## src/rtl/wb_arb_pkg.sv

```systemverilog
// Shared widths, payload type and source encoding for the writeback port arbiter.
package wb_arb_pkg;
   localparam int unsigned WB_DATA_W = 64;
   localparam int unsigned WB_RD_W   = 5;
   localparam int unsigned WB_PPP_W  = 8;

   typedef struct packed {
      logic [WB_DATA_W-1:0] data;
      logic [WB_RD_W-1:0]   rd;
      logic [WB_PPP_W-1:0]  ppp;
   } wb_entry_t;

   typedef enum logic {
      SRC_ALU = 1'b0,
      SRC_LD  = 1'b1
   } wb_src_e;
endpackage

```

## src/rtl/wb_port_arbiter_if.sv

```systemverilog
// EX offer, load return and register-file write bundle for wb_port_arbiter.
interface wb_port_arbiter_if;
   import wb_arb_pkg::*;

   logic                 ex_valid;
   logic [WB_DATA_W-1:0] ex_data;
   logic [WB_RD_W-1:0]   ex_rd;
   logic [WB_PPP_W-1:0]  ex_ppp;
   logic                 ex_stall;
   logic                 ld_valid;
   logic [WB_DATA_W-1:0] ld_data;
   logic [WB_RD_W-1:0]   ld_rd;
   logic [WB_PPP_W-1:0]  ld_ppp;
   logic                 wb_we;
   logic [WB_DATA_W-1:0] wb_data;
   logic [WB_RD_W-1:0]   wb_rd;
   logic [WB_PPP_W-1:0]  wb_ppp;
   logic                 wb_src;

   modport master (
      output ex_valid, ex_data, ex_rd, ex_ppp, ld_valid, ld_data, ld_rd, ld_ppp,
      input  ex_stall, wb_we, wb_data, wb_rd, wb_ppp, wb_src
   );

   modport slave (
      input  ex_valid, ex_data, ex_rd, ex_ppp, ld_valid, ld_data, ld_rd, ld_ppp,
      output ex_stall, wb_we, wb_data, wb_rd, wb_ppp, wb_src
   );
endinterface

```

## src/rtl/wb_skid_fifo.sv

```systemverilog
// Power-of-two holding queue for ALU results waiting on the writeback port.
module wb_skid_fifo
   import wb_arb_pkg::*;
#(
   parameter int unsigned DEPTH = 2
) (
   input  logic                     clk,
   input  logic                     rst,
   input  logic                     push,
   input  wb_entry_t                push_data,
   input  logic                     pop,
   output wb_entry_t                head,
   output logic                     full,
   output logic                     empty,
   output logic [$clog2(DEPTH):0]   count
);
   localparam int unsigned AW = $clog2(DEPTH);
   localparam int unsigned CW = AW + 1;

   wb_entry_t       mem [DEPTH];
   logic [AW-1:0]   rd_ptr;
   logic [AW-1:0]   wr_ptr;
   logic            do_push;
   logic            do_pop;

   assign full    = (count == CW'(DEPTH));
   assign empty   = (count == '0);
   assign do_push = push & ~full;
   assign do_pop  = pop & ~empty;
   assign head    = mem[rd_ptr];

   always_ff @(posedge clk) begin
      if (do_push) mem[wr_ptr] <= push_data;
   end

   // Pointers are exactly log2(DEPTH) wide, so wrap is the natural overflow.
   always_ff @(posedge clk) begin
      if (!rst) begin
         rd_ptr <= '0;
         wr_ptr <= '0;
         count  <= '0;
      end else begin
         if (do_push) wr_ptr <= wr_ptr + 1'b1;
         if (do_pop)  rd_ptr <= rd_ptr + 1'b1;
         if (do_push && !do_pop)      count <= count + 1'b1;
         else if (do_pop && !do_push) count <= count - 1'b1;
      end
   end
endmodule

```

## src/rtl/wb_port_arbiter.sv

```systemverilog
// Shares one register-file write port between load returns and ALU results.
// Define WB_ARB_STALL_CNT_EN to add the saturating stall_cnt output.
module wb_port_arbiter
   import wb_arb_pkg::*;
#(
   parameter int unsigned FIFO_DEPTH = 2
) (
   input  logic               clk,
   input  logic               rst,
   wb_port_arbiter_if.slave   bus
`ifdef WB_ARB_STALL_CNT_EN
   ,
   output logic [15:0]        stall_cnt
`endif
);
   localparam int unsigned CW = $clog2(FIFO_DEPTH) + 1;

   wb_entry_t     ex_e;
   wb_entry_t     ld_e;
   wb_entry_t     head_e;
   wb_entry_t     sel_e;
   logic          full;
   logic          empty;
   logic [CW-1:0] count;
   logic          accept;
   logic          sel_ld;
   logic          sel_fifo;
   logic          sel_ex;
   logic          push;
   logic          pop;

   assign ex_e = '{data: bus.ex_data, rd: bus.ex_rd, ppp: bus.ex_ppp};
   assign ld_e = '{data: bus.ld_data, rd: bus.ld_rd, ppp: bus.ld_ppp};

   // Stall depends only on the registered occupancy, never on this cycle's inputs.
   assign bus.ex_stall = (count == CW'(FIFO_DEPTH));

   always_comb begin
      sel_ld   = bus.ld_valid;
      sel_fifo = ~bus.ld_valid & ~empty;
      accept   = bus.ex_valid & ~full & (|bus.ex_ppp);
      sel_ex   = ~bus.ld_valid & empty & accept;
      push     = accept & ~sel_ex;
      pop      = sel_fifo;
      sel_e    = ex_e;
      if (sel_ld)        sel_e = ld_e;
      else if (sel_fifo) sel_e = head_e;
   end

   wb_skid_fifo #(.DEPTH(FIFO_DEPTH)) u_fifo (
      .clk       (clk),
      .rst       (rst),
      .push      (push),
      .push_data (ex_e),
      .pop       (pop),
      .head      (head_e),
      .full      (full),
      .empty     (empty),
      .count     (count)
   );

   always_ff @(posedge clk) begin
      if (!rst) begin
         bus.wb_we   <= 1'b0;
         bus.wb_data <= '0;
         bus.wb_rd   <= '0;
         bus.wb_ppp  <= '0;
         bus.wb_src  <= SRC_ALU;
      end else begin
         bus.wb_we  <= sel_ld | sel_fifo | sel_ex;
         bus.wb_src <= sel_ld ? SRC_LD : SRC_ALU;
         if (sel_ld | sel_fifo | sel_ex)
            {bus.wb_data, bus.wb_rd, bus.wb_ppp} <= sel_e;
      end
   end

`ifdef WB_ARB_STALL_CNT_EN
   always_ff @(posedge clk) begin
      if (!rst)
         stall_cnt <= '0;
      else if (bus.ex_stall && bus.ex_valid && stall_cnt != '1)
         stall_cnt <= stall_cnt + 16'd1;
   end
`endif
endmodule

```

## src/flat_wrapper.sv

```systemverilog
// flat-port wrapper written by rule: the top's interface ports become plain ports
module wb_port_arbiter_flat import wb_arb_pkg::*;
#(
   parameter int unsigned FIFO_DEPTH = 2
)
  (clk, rst, bus_ex_valid, bus_ex_data, bus_ex_rd, bus_ex_ppp, bus_ld_valid, bus_ld_data, bus_ld_rd, bus_ld_ppp, bus_ex_stall, bus_wb_we, bus_wb_data, bus_wb_rd, bus_wb_ppp, bus_wb_src);
  wb_port_arbiter_if bus_i ();
  input  logic clk;
  input  logic rst;
  input wire logic [$bits(bus_i.ex_valid)-1:0] bus_ex_valid;
  input wire logic [$bits(bus_i.ex_data)-1:0] bus_ex_data;
  input wire logic [$bits(bus_i.ex_rd)-1:0] bus_ex_rd;
  input wire logic [$bits(bus_i.ex_ppp)-1:0] bus_ex_ppp;
  input wire logic [$bits(bus_i.ld_valid)-1:0] bus_ld_valid;
  input wire logic [$bits(bus_i.ld_data)-1:0] bus_ld_data;
  input wire logic [$bits(bus_i.ld_rd)-1:0] bus_ld_rd;
  input wire logic [$bits(bus_i.ld_ppp)-1:0] bus_ld_ppp;
  output wire logic [$bits(bus_i.ex_stall)-1:0] bus_ex_stall;
  output wire logic [$bits(bus_i.wb_we)-1:0] bus_wb_we;
  output wire logic [$bits(bus_i.wb_data)-1:0] bus_wb_data;
  output wire logic [$bits(bus_i.wb_rd)-1:0] bus_wb_rd;
  output wire logic [$bits(bus_i.wb_ppp)-1:0] bus_wb_ppp;
  output wire logic [$bits(bus_i.wb_src)-1:0] bus_wb_src;
  assign bus_i.ex_valid = bus_ex_valid;
  assign bus_i.ex_data = bus_ex_data;
  assign bus_i.ex_rd = bus_ex_rd;
  assign bus_i.ex_ppp = bus_ex_ppp;
  assign bus_i.ld_valid = bus_ld_valid;
  assign bus_i.ld_data = bus_ld_data;
  assign bus_i.ld_rd = bus_ld_rd;
  assign bus_i.ld_ppp = bus_ld_ppp;
  assign bus_ex_stall = bus_i.ex_stall;
  assign bus_wb_we = bus_i.wb_we;
  assign bus_wb_data = bus_i.wb_data;
  assign bus_wb_rd = bus_i.wb_rd;
  assign bus_wb_ppp = bus_i.wb_ppp;
  assign bus_wb_src = bus_i.wb_src;
  wb_port_arbiter #(.FIFO_DEPTH(FIFO_DEPTH)) u_core (.clk(clk), .rst(rst), .bus(bus_i));
endmodule
```

## config.mk

```make
export PLATFORM = sky130hd
export DESIGN_NAME = wb_port_arbiter_flat
export DESIGN_NICKNAME = d
export VERILOG_FILES = /design/src/rtl/wb_arb_pkg.sv /design/src/rtl/wb_port_arbiter_if.sv /design/src/rtl/wb_skid_fifo.sv /design/src/rtl/wb_port_arbiter.sv /design/src/flat_wrapper.sv
export SDC_FILE = /design/constraint.sdc
export NUM_CORES = 1
export LEC_CHECK = 0
export ABC_CLOCK_PERIOD_IN_PS = 6230
export CORE_MARGIN = 2
export CORE_UTILIZATION = 50
export CTS_CLUSTER_DIAMETER = 150
export CTS_CLUSTER_SIZE = 12
export DETAILED_ROUTE_END_ITERATION = 6
export PLACE_DENSITY = 0.92
export SYNTH_ARGS = -nofsm -noshare
export SYNTH_HDL_FRONTEND = slang
export SYNTH_SLANG_ARGS = --single-unit
```

## constraint.sdc

```tcl
create_clock -name clk -period 6.23 [get_ports clk]
set_clock_uncertainty 0.1 [all_clocks]
set_input_delay 1.5575 -clock clk [delete_from_list [all_inputs] [get_ports clk]]
set_output_delay 1.5575 -clock clk [all_outputs]
set_load 0.01 [all_outputs]
```

==> metrics.md, run 1 <==
| Metric | Value |
|---|---|
| Total global routing track utilization | `21.73%` |
| Worst Reg-to-Reg Cells | `3` |
| Critical path cell sequence | `clkdlybuf4s50_1 > or4_1 > o221ai_1 > nor2_4 > buf_4` |
| Core outline area | `19,590 um2` |
| Sequential cell area | `6310 um2` |
| Post-Synth Simple-Gate Area | `11.49%` |
| Root buffer selected by CTS | `sky130_fd_sc_hd__clkbuf_16` |
| Library cell with the largest summed area after synthesis | `sky130_fd_sc_hd__edfxtp_1` |
| Total of max-cap violations | `0` |
| Cell Rows | `51` |
| Critical path class | `in2reg` |
| Cell count after synthesis | `789` |
| Number of gates resized after cts | `0` |
| Combined buffer and inverter count along the critical path | `2` |
| Fraction of synthesized cell area in xor and xnor cells | `0.2616%` |
| Net count after synthesis | `948` |
| CTS hold repair buffers | `0` |
| Fraction of final layout cells sized beyond drive strength 1 | `3.854%` |
| Dominant combinational cell family by area after synthesis | `multiplexers` |
| Family with the most delay on the worst path | `buffers and inverters` |
| Cell depth of the worst min-delay path | `2` |
| Vert. Die Dim | `145.7 um` |
| Violation count after the first detailed-route iteration | `334` |
| Synth Register Bits | `238` |
| Share of synthesized cell area in full adder, half adder and majority cells | `0.1246%` |
| Area occupied by multi-input gates | `3477 um2` |
| Drt drc | `0` |
| Most area-consuming cells after synthesis | `sky130_fd_sc_hd__edfxtp_1 46%, sky130_fd_sc_hd__dfxtp_1 17%, sky130_fd_sc_hd__mux2i_1 15%` |
| DRT Pass-1 Iters | `7` |
| Count of distinct cell types in the synthesized netlist | `25` |
| Hold Crit Start | `u_core.bus.wb_data[27]` |
| Leakage power of the design | `4.776 nW` |
| Antenna diodes | `0` |
| Overflow after GRT | `0` |
| Power per standard cell area | `354.2 nW/um2` |
| Initial antenna violation count | `1` |
| Fraction of synthesized cell area taken by the top area cell type | `46.05%` |
| Total number of H-tree levels | `1` |
| Warning count from the yosys run | `0` |
| Final worst path period need | `3980 ps` |
| Launching point of the worst reg2reg path | `u_core.u_fifo.count[0]` |
| Startpoint class of the critical path | `primary input` |
| Total clock sinks | `238` |
| Clock tree from TritonCTS | `yes` |
| Final number of setup-violating endpoints | `0` |
| Number of vias in the routed layout | `7,038` |
| Number of buffers created by CTS | `23` |
| Timing-limited maximum frequency | `0.2512 GHz` |
| Vias per inst | `5.511` |
| Buffers inserted by post-CTS timing repair | `0` |
| Global-route wire length before repair | `37,950 um` |
| Post-synthesis compound-gate area fraction | `7.152%` |
| Final weighted congestion in routability-driven placement | `0.7796` |
| Start point of the critical path | `bus_ex_ppp[6]` |
| Relative max-transition margin | `25.95%` |
| Synthesis-to-finish area growth | `31.42%` |
| CP arrival | `4010 ps` |
| Setup repair after global routing missed its margin | `false` |
| Critical Path Fanout Max | `41` |
| Stages on the worst setup path | `5` |
| Peak supply drop | `0.2020 mV` |
| Number of enable flip-flop cells after synthesis | `154` |
| HPWL after detailed placement | `14,680 um` |
| Worst hold-check path type | `reg2reg` |
| Share of the cycle needed by the critical path after routing | `63.89%` |
| Multiplexer fraction of the synthesized cell area | `15.35%` |
| Kind of end point of the critical path | `flip-flop` |
| Sum of internal, switching and leakage power | `0.004674 W` |
| Via count of the first global-routing pass | `7,455` |
| Remaining antenna violation count | `0` |
| Portion of the post-synthesis area used by sequential elements | `62.80%` |
| Async set-reset flop share out of synthesis | `0%` |
| End-of-flow core utilization | `67.37%` |
| Slew @ Worst Pin | `1111 ps` |
| Number of fill cells | `1,387` |
| Clock-pin slew on the worst setup and hold paths | `60 ps` |
| Avg Synthesized Cell Area | `12.73 um2` |
| Final-layout setup total negative slack | `0 ps` |
| Final-report hold violation count | `0` |
| Count of input and output buffers | `237` |
| Result of the run | `completed` |
| Die Width | `145.7 um` |
| Insertion delay of the later-clocked pin in the worst-skew pair | `510 ps` |
| Most instantiated cells after synthesis | `154 x sky130_fd_sc_hd__edfxtp_1, 154 x sky130_fd_sc_hd__mux2i_1, 154 x sky130_fd_sc_hd__nand2_1` |
| Mean routed wirelength per cell | `18.38 um` |
| Die ar. | `21,230 um2` |
| Critical-path top delay cell | `sky130_fd_sc_hd__nor2_4` |
| Post-synth design cell area | `10,040 um2` |
| Max stage delay on crit path | `880 ps` |
| Primary flip-flop cell chosen by synthesis mapping | `sky130_fd_sc_hd__edfxtp_1` |
| Final routed wirelength across all metal layers | `23,480 um` |
| Data required time at the worst endpoint | `6260 ps` |
| Max-slew violations | `0` |
| CTS Buffer Depth | `3` |
| Final #Nets | `1,154` |
| Initial core utilization | `51.26%` |
| Maximum number of pins on one net before global-route repair | `112` |
| Count of boundary I/O pins | `238` |
## area by class of cell
cell class                      instances  share of cell area [%]
Inverter                                2                 0.05688
Timing Repair Buffer                  243                   18.26
Multi-Input combinational cell        487                   26.35
Tap cell                              265                   2.512
Sequential cell                       238                   47.81
Clock inverter                          1                 0.06636
Clock buffer                           41                   4.949
## registers in the layout, summed over array words and instances, names as in the netlist, named ones only
| signal | count |
|---|---|
| u_core.bus.wb_data | 64 |
| u_core.bus.wb_we | 1 |
| u_core.u_fifo.rd_ptr | 1 |
| u_core.bus.wb_src | 1 |
| u_core.u_fifo.mem | 154 |
| u_core.bus.wb_rd | 5 |
| u_core.u_fifo.wr_ptr | 1 |
| u_core.u_fifo.count | 2 |
| u_core.bus.wb_ppp | 8 |
## cell usage in the layout, fill, tap and decap left out, types with 2 or more instances in the layout
| cell | count |
|---|---|
| sky130_fd_sc_hd__clkdlybuf4s50_1 | 235 |
| sky130_fd_sc_hd__xor2_1 | 2 |
| sky130_fd_sc_hd__mux2i_1 | 154 |
| sky130_fd_sc_hd__edfxtp_1 | 154 |
| sky130_fd_sc_hd__clkbuf_1 | 17 |
| sky130_fd_sc_hd__and2_1 | 6 |
| sky130_fd_sc_hd__clkbuf_16 | 23 |
| sky130_fd_sc_hd__inv_1 | 2 |
| sky130_fd_sc_hd__dfxtp_1 | 83 |
| sky130_fd_sc_hd__nand2_1 | 154 |
| sky130_fd_sc_hd__buf_4 | 7 |
| sky130_fd_sc_hd__o2111ai_1 | 77 |
| sky130_fd_sc_hd__or4_1 | 2 |
| sky130_fd_sc_hd__nor2b_1 | 2 |
| sky130_fd_sc_hd__nand2b_1 | 77 |
## per-layer routing
| layer | track usage [%] | vias up | share of wire [%] |
|---|---|---|---|
| met5 | 0 | - | 0 |
| met1 | 27.15 | 3427 | 42 |
| met4 | 7.451 | 0 | 2.8 |
| met3 | 3.950 | 51 | 6.2 |
| met2 | 38.09 | 252 | 49 |
| li1 | - | 3308 | - |
## worst register-to-register path: cells and delay by family (launching register included)
family,cells,cell delay (ps)
AOI/OAI and AO/OA,1,240
buffers and inverters,1,620
and+or+nand+nor,1,880
DFF,1,470
## metrics by stage
| stage | hold WS, ps | area, um2 | setup slack (ps) | cells |
|---|---|---|---|---|
| after floorplan | 379.0 | 10040 | 531.3 | 789 |
| after global placement | 342.6 | 12540 | 1699 | 1235 |
| after CTS | 357.7 | 13200 | 2163 | 1277 |
| final | 353.6 | 13200 | 2250 | 1277 |
| after global routing | 373.0 | 13200 | 2060 | 1277 |
| after detailed placement | 346.8 | 12540 | 1666 | 1235 |
## path summary, 6_finish.rpt
path,to,slack [ps]
worst max register to register,u_core.u_fifo.mem[0][20],3520
worst min register to register,u_core.bus.wb_data[27],350
worst max-delay path,u_core.u_fifo.mem[0][20],2250
worst min-delay path,u_core.bus.wb_data[27],350
## cell families (layout without fill, tap and decap cells)
| kind of cell | count (synthesis) | after routing |
|---|---|---|
| muxes | 154 | 154 |
| DFF | 238 | 238 |
| buffers and inverters | 64 | 287 |
| xor gates and xnor gates | 3 | 3 |
| and+or+nand+nor | 246 | 246 |
| adders and majority gates | 1 | 1 |
| AOI/OAI and AO/OA | 83 | 83 |
## report_power, final
group	switching [W]	internal (W)
clock	0.000550	0.000705
combinational	0.000619	0.000644
sequential	0.000168	0.00199
total	0.00134	0.00334
Note: power is estimated with default switching activity, not from simulation.
==> inputs of run 2 (changes only) <==
ABC_CLOCK_PERIOD_IN_PS = 3400   (was 6230)
CORE_UTILIZATION = 45   (was 50)
PLACE_DENSITY = 0.88   (was 0.92)
clock period = 3.4 ns   (was 6.23 ns; I/O delays follow)
==> run 2 against run 1 <==
Against the previous run:
- critical path depth rose by 2
- combinational power grew 88%
- sequential share of layout area fell by 0.65 points
- global-route usage down 1.9 points
- non-clock buffer count is 13 higher
- worst setup slack worse by 1800 ps
- largest cell class unchanged
- largest power group unchanged
- highest routed layer unchanged
==> metrics.md, run 2 (same netlist as run 1, synthesis figures left out) <==
| Metric | Value |
|---|---|
| Die Width | `153.4 um (was 145.7 um)` |
| Antenna diodes | `0 (unchanged)` |
| Root buffer selected by CTS | `sky130_fd_sc_hd__clkbuf_16 (unchanged)` |
| Critical-path top delay cell | `sky130_fd_sc_hd__or4_1 (was sky130_fd_sc_hd__nor2_4)` |
| Clock power frac | `26.8% (was 26.9%)` |
| Clock-pin slew on the worst setup and hold paths | `60 ps (about the same)` |
| Result of the run | `completed (unchanged)` |
| Worst hold-check path type | `reg2reg (unchanged)` |
| Remaining antenna violation count | `0 (unchanged)` |
| Die ar. | `23,530 um2 (was 21,230 um2)` |
| Total of max-cap violations | `0 (unchanged)` |
| DRT Pass-1 Iters | `5 (was 7)` |
| Setup repair after global routing missed its margin | `false (unchanged)` |
| Insertion delay of the later-clocked pin in the worst-skew pair | `500 ps (was 510 ps)` |
| Share of total power in combinational logic | `27.5% (was 27.0%)` |
| Max stage delay on crit path | `590 ps (was 880 ps)` |
| Mean routed wirelength per cell | `18.28 um (was 18.38 um)` |
| Final design instance area without fill | `13,380 um2 (was 13,200 um2)` |
| Maximum number of pins on one net before global-route repair | `83 (was 112)` |
| Registers with the highest flip-flop counts | `u_core.u_fifo.mem: 154 flops, u_core.bus.wb_data: 64 flops, u_core.bus.wb_ppp: 8 flops (unchanged)` |
| Final weighted congestion in routability-driven placement | `0.7499 (was 0.7796)` |
| Max-slew violations | `0 (unchanged)` |
| Drt drc | `0 (unchanged)` |
| Final worst path period need | `2971 ps` |
| Highest-count cells in the layout ignoring fill and taps | `235 x sky130_fd_sc_hd__clkdlybuf4s50_1, 154 x sky130_fd_sc_hd__nand2_1, 154 x sky130_fd_sc_hd__mux2i_1, 154 x sky130_fd_sc_hd__edfxtp_1, 83 x sky130_fd_sc_hd__dfxtp_1 (unchanged)` |
| Power per standard cell area | `644.3 nW/um2 (was 354.2 nW/um2)` |
| Clock tree from TritonCTS | `yes (unchanged)` |
| Relative max-transition margin | `38.58% (was 25.95%)` |
| Critical path class | `in2reg (unchanged)` |
| Fraction of final layout cells sized beyond drive strength 1 | `4.980% (was 3.854%)` |
| Top reg by flops | `u_core.u_fifo.mem (unchanged)` |
| Number of buffers created by CTS | `23 (unchanged)` |
| Startpoint class of the critical path | `primary input (unchanged)` |
| Final number of setup-violating endpoints | `0 (unchanged)` |
| Sum of internal, switching and leakage power | `0.008621 W (was 0.004674 W)` |
| HPWL after detailed placement | `15,730 um (was 14,680 um)` |
| Vias per inst | `5.382 (was 5.511)` |
| Kind of end point of the critical path | `flip-flop (unchanged)` |
| Leakage power of the design | `4.860 nW (was 4.776 nW)` |
| Peak supply drop | `0.3533 mV (was 0.2020 mV)` |
| Number of flip-flops under the largest register name | `154 (unchanged)` |
| CP arrival | `3300 ps (was 4010 ps)` |
| Core outline area | `21,890 um2 (was 19,590 um2)` |
| Synthesis-to-finish area growth | `33.24% (was 31.42%)` |
| Initial core utilization | `45.87% (was 51.26%)` |
| Timing-limited maximum frequency | `0.3366 GHz` |
| Most common cell after layout, fill and taps aside | `sky130_fd_sc_hd__clkdlybuf4s50_1 (unchanged)` |
| Cell Rows | `54 (was 51)` |
| Final-report hold violation count | `0 (unchanged)` |
| CTS Buffer Depth | `3 (unchanged)` |
| Switching power summed over all nets | `0.002463 W (was 0.001337 W)` |
| Area after detailed placement | `12,730 um2 (was 12,540 um2)` |
| Critical Path Fanout Max | `3 (was 41)` |
| Family with the most delay on the worst path | `simple AND/OR/NAND/NOR gates (was buffers and inverters)` |
| Final routed wirelength across all metal layers | `23,830 um (was 23,480 um)` |
| Initial antenna violation count | `0 (was 1)` |
| CTS hold repair buffers | `0 (unchanged)` |
| Slew @ Worst Pin | `919.1 ps (was 1111 ps)` |
| Total internal power | `0.006158 W (was 0.003337 W)` |
| Number of placed cells counting well taps | `1,263 (was 1,235)` |
| Number of vias in the routed layout | `7,018 (was 7,038)` |
| Total clock sinks | `238 (unchanged)` |
| Buffers inserted by post-CTS timing repair | `0 (unchanged)` |
| Via count of the first global-routing pass | `7,322 (was 7,455)` |
| Final cell count without fillers | `1,304 (was 1,277)` |
| Vert. Die Dim | `153.4 um (was 145.7 um)` |
| Count of input and output buffers | `237 (unchanged)` |
| End-of-flow core utilization | `61.12% (was 67.37%)` |
| Critical path cell sequence | `clkdlybuf4s50_1 > or4_1 > o221ai_1 > inv_1 > ha_1 > or3_1 > a21boi_0 (was clkdlybuf4s50_1 > or4_1 > o221ai_1 > nor2_4 > buf_4)` |
| Final #Nets | `1,167 (was 1,154)` |
| Sequential group share of total power | `45.8% (was 46.1%)` |
| Count of boundary I/O pins | `238 (unchanged)` |
| Data required time at the worst endpoint | `3730 ps (was 6260 ps)` |
| Switching portion of total power | `28.57% (was 28.60%)` |
| Share of the cycle needed by the critical path after routing | `87.38%` |
| Number of gates resized after cts | `0 (unchanged)` |
| Global-route wire length before repair | `38,140 um (was 37,950 um)` |
| Violation count after the first detailed-route iteration | `342 (was 334)` |
| Total global routing track utilization | `19.84% (was 21.73%)` |
| Combined buffer and inverter count along the critical path | `2 (unchanged)` |
| Total number of H-tree levels | `1 (unchanged)` |
| Overflow after GRT | `0 (unchanged)` |
==> run 2: power groups by stage <==
stage,clock [W],combinational [W],sequential [W]
3_5_place_dp,0,0.00238,0.00400
6_report,0.00231,0.00237,0.00395
3_3_place_gp,0,0.00234,0.00398
4_1_cts,0.00237,0.00240,0.00395
2_1_floorplan,0,0.00124,0.00401
5_1_grt,0.00248,0.00256,0.00401
==> run 2: per-layer routing <==
| layer | global-route usage [%] | vias to the layer above | share of wire [%] |
|---|---|---|---|
| li1 | - | 3341 | - |
| met1 | 25.18 | 3403 | 42 |
| met2 | 35.14 | 241 | 49 |
| met3 | 3.629 | 33 | 6.6 |
| met4 | 5.024 | 0 | 2.1 |
| met5 | 0 | - | 0 |
==> run 2: cell type report <==
type / instances / area [um2]
timing repair buffer: 256 / 2582
inverter: 2 / 7.507
tap: 280 / 350.3
sequential: 238 / 6310
multi-input combinational: 487 / 3477
fill: 1716 / 8511
clock buffer: 41 / 653.1
==> run 2: worst paths after layout <==
path / slack [ps] / start / cells past startpoint / to
worst max-delay path: 430 / bus_ex_ppp[7] / 7 / u_core.u_fifo.count[1]
worst min register to register: 360 / u_core.bus.wb_data[31] / 2 / u_core.bus.wb_data[31]
worst min-delay path: 360 / u_core.bus.wb_data[31] / 2 / u_core.bus.wb_data[31]
worst max register to register: 1110 / u_core.u_fifo.count[1] / 4 / u_core.u_fifo.mem[0][53]
==> run 2: tightest hold or removal path, cell delays in order, from the launching register on <==
cell and delay (ps):
sky130_fd_sc_hd__dfxtp_1 310, sky130_fd_sc_hd__nand2_1 50, sky130_fd_sc_hd__mux2i_1 50
==> run 2: through the flow <==
| step | hold WS (ps) | setup TNS, ps | worst slack [ps] |
|---|---|---|---|
| after floorplan | 379.0 | 0 | 436.0 |
| after global placement | 342.2 | -13.94 | -13.94 |
| after detailed placement | 344.9 | -28.27 | -28.27 |
| after CTS | 359.4 | 0 | 493.6 |
| after global routing | 368.2 | 0 | 258.3 |
| final | 357.2 | 0 | 429.2 |
==> inputs of run 3 (changes only) <==
REMOVE_ABC_BUFFERS = 1   (was not set)
==> run 3 against run 2 <==
Against the previous run:
- sequential share of layout area rose by 0.075 points
- global-route usage fell by 0.062 points
- register-to-register slack barely moved
- final cell count fell by 0.38%
- combinational power barely moved
- total power fell by 0.18%
- maximum frequency rose by 4.1%
==> metrics.md, run 3 (same netlist as run 1, synthesis figures left out) <==
| Metric | Value |
|---|---|
| Result of the run | `completed (unchanged)` |
| Total number of H-tree levels | `1 (unchanged)` |
| Vias per inst | `5.399 (was 5.382)` |
| Kind of end point of the critical path | `flip-flop (unchanged)` |
| Fraction of final layout cells sized beyond drive strength 1 | `4.612% (was 4.980%)` |
| Final worst path period need | `2854 ps (was 2971 ps)` |
| Max-slew violations | `0 (unchanged)` |
| Number of vias in the routed layout | `7,013 (was 7,018)` |
| Final-report hold violation count | `0 (unchanged)` |
| Number of placed cells counting well taps | `1,259 (was 1,263)` |
| Registers with the highest flip-flop counts | `u_core.u_fifo.mem: 154 flops, u_core.bus.wb_data: 64 flops, u_core.bus.wb_ppp: 8 flops (unchanged)` |
| Final design instance area without fill | `13,360 um2 (was 13,380 um2)` |
| HPWL after detailed placement | `14,870 um (was 15,730 um)` |
| Global-route wire length before repair | `38,270 um (was 38,140 um)` |
| Final #Nets | `1,163 (was 1,167)` |
| Final-layout setup total negative slack | `0 ps (unchanged)` |
| Mean routed wirelength per cell | `18.05 um (was 18.28 um)` |
| Highest-count cells in the layout ignoring fill and taps | `235 x sky130_fd_sc_hd__clkdlybuf4s50_1, 154 x sky130_fd_sc_hd__nand2_1, 154 x sky130_fd_sc_hd__mux2i_1, 154 x sky130_fd_sc_hd__edfxtp_1, 83 x sky130_fd_sc_hd__dfxtp_1 (unchanged)` |
| Slew @ Worst Pin | `935.2 ps (was 919.1 ps)` |
| Final routed wirelength across all metal layers | `23,450 um (was 23,830 um)` |
| Top reg by flops | `u_core.u_fifo.mem (unchanged)` |
| Share of the cycle needed by the critical path after routing | `83.95% (was 87.38%)` |
| Root buffer selected by CTS | `sky130_fd_sc_hd__clkbuf_16 (unchanged)` |
| Number of gates resized after cts | `0 (unchanged)` |
| Number of buffers created by CTS | `23 (unchanged)` |
| Remaining antenna violation count | `0 (unchanged)` |
| Final weighted congestion in routability-driven placement | `0.7496 (was 0.7499)` |
| Most common cell after layout, fill and taps aside | `sky130_fd_sc_hd__clkdlybuf4s50_1 (unchanged)` |
| Setup repair after global routing missed its margin | `false (unchanged)` |
| Peak supply drop | `0.4304 mV (was 0.3533 mV)` |
| Die Width | `153.4 um (unchanged)` |
| Count of boundary I/O pins | `238 (unchanged)` |
| Total clock sinks | `238 (unchanged)` |
| CP arrival | `2940 ps (was 3300 ps)` |
| Cell Rows | `54 (unchanged)` |
| CTS Buffer Depth | `3 (unchanged)` |
| Core outline area | `21,890 um2 (unchanged)` |
| Count of input and output buffers | `237 (unchanged)` |
| DRT Pass-1 Iters | `4 (was 5)` |
| Total global routing track utilization | `19.78% (was 19.84%)` |
| Total of max-cap violations | `0 (unchanged)` |
| Initial core utilization | `45.87% (unchanged)` |
| Cell depth of the worst min-delay path | `2 (unchanged)` |
| Drt drc | `0 (unchanged)` |
| Violation count after the first detailed-route iteration | `291 (was 342)` |
| Power per standard cell area | `644.2 nW/um2 (was 644.3 nW/um2)` |
| Synthesis-to-finish area growth | `33.03% (was 33.24%)` |
| Initial antenna violation count | `0 (unchanged)` |
| Area after detailed placement | `12,710 um2 (was 12,730 um2)` |
| Vert. Die Dim | `153.4 um (unchanged)` |
| Clock tree from TritonCTS | `yes (unchanged)` |
| Final number of setup-violating endpoints | `0 (unchanged)` |
| Number of fill cells | `1,691 (was 1,716)` |
| Data required time at the worst endpoint | `3490 ps (was 3730 ps)` |
| Die ar. | `23,530 um2 (unchanged)` |
| Number of flip-flops under the largest register name | `154 (unchanged)` |
| Overflow after GRT | `0 (unchanged)` |
| Sum of internal, switching and leakage power | `0.008606 W (was 0.008621 W)` |
| Critical Path Fanout Max | `28 (was 3)` |
| Insertion delay of the later-clocked pin in the worst-skew pair | `490 ps (was 500 ps)` |
| Via count of the first global-routing pass | `7,446 (was 7,322)` |
| Worst hold-check path type | `reg2reg (unchanged)` |
| Worst Reg-to-Reg Cells | `5 (was 4)` |
| CTS hold repair buffers | `0 (unchanged)` |
| Relative max-transition margin | `37.51% (was 38.58%)` |
| Timing-limited maximum frequency | `0.3504 GHz (was 0.3366 GHz)` |
| Maximum number of pins on one net before global-route repair | `162 (was 83)` |
| Final cell count without fillers | `1,299 (was 1,304)` |
| Buffers inserted by post-CTS timing repair | `0 (unchanged)` |
| Leakage power of the design | `4.844 nW (was 4.860 nW)` |
| Antenna diodes | `0 (unchanged)` |
| Critical path class | `in2reg (unchanged)` |
| Startpoint class of the critical path | `primary input (unchanged)` |
| Clock-pin slew on the worst setup and hold paths | `60 ps (about the same)` |
run 3: cell count changes in the layout (fill, tap and decap cells not counted):
cell,change
sky130_fd_sc_hd__buf_4,-5
sky130_fd_sc_hd__clkbuf_1,-1
sky130_fd_sc_hd__buf_12,+1
run 3: stage by stage:
step / setup WS [ps] / utilization, % / hold WS, ps
3_5_place_dp: 52.93 / 58.06 / 346.5
4_1_cts: 566.7 / 61.03 / 357.8
2_1_floorplan: -2096 / - / 379.0
3_3_place_gp: 98.65 / 58.06 / 341.4
5_1_grt: 441.1 / 61.03 / 376.4
6_report: 545.9 / 61.03 / 354.9
run 3: final timing paths:
check                                             from                       end  slack (ps)
worst max-delay path                     bus_ex_ppp[3]  u_core.u_fifo.mem[0][45]         550
worst min-delay path            u_core.bus.wb_data[25]    u_core.bus.wb_data[25]         350
worst max register to register  u_core.u_fifo.count[1]  u_core.u_fifo.mem[0][14]        1120
worst min register to register  u_core.bus.wb_data[25]    u_core.bus.wb_data[25]         350
run 3: routing by layer:
metal  vias up  wire [um]  global-route usage (%)
met5         -          0                       0
li1       3331          -                       -
met4         0        439                   4.369
met1      3417       9765                   24.79
met3        38       1757                   5.103
met2       227      11490                   34.59
run 3: cell type report:
type | instances | area (um2) | area share, %
repair buffers | 252 | 2565 | 19.20
well taps | 280 | 350.3 | 2.622
clock buffers | 40 | 649.4 | 4.861
inverters | 2 | 7.507 | 0.05620
multi-input cells | 487 | 3477 | 26.03
flip-flops and latches | 238 | 6310 | 47.23
run 3: worst max-delay path: stages:
cell                              delay (ps)
sky130_fd_sc_hd__clkdlybuf4s50_1         530
sky130_fd_sc_hd__or4_1                   170
sky130_fd_sc_hd__o221ai_1                160
sky130_fd_sc_hd__buf_4                   170
sky130_fd_sc_hd__nor2_4                  700
sky130_fd_sc_hd__buf_4                   330
run 3: power breakdown:
| part | switching, W | internal [W] |
|---|---|---|
| combinational | 0.00117 | 0.00123 |
| sequential | 0.000294 | 0.00364 |
| clock | 0.000990 | 0.00128 |
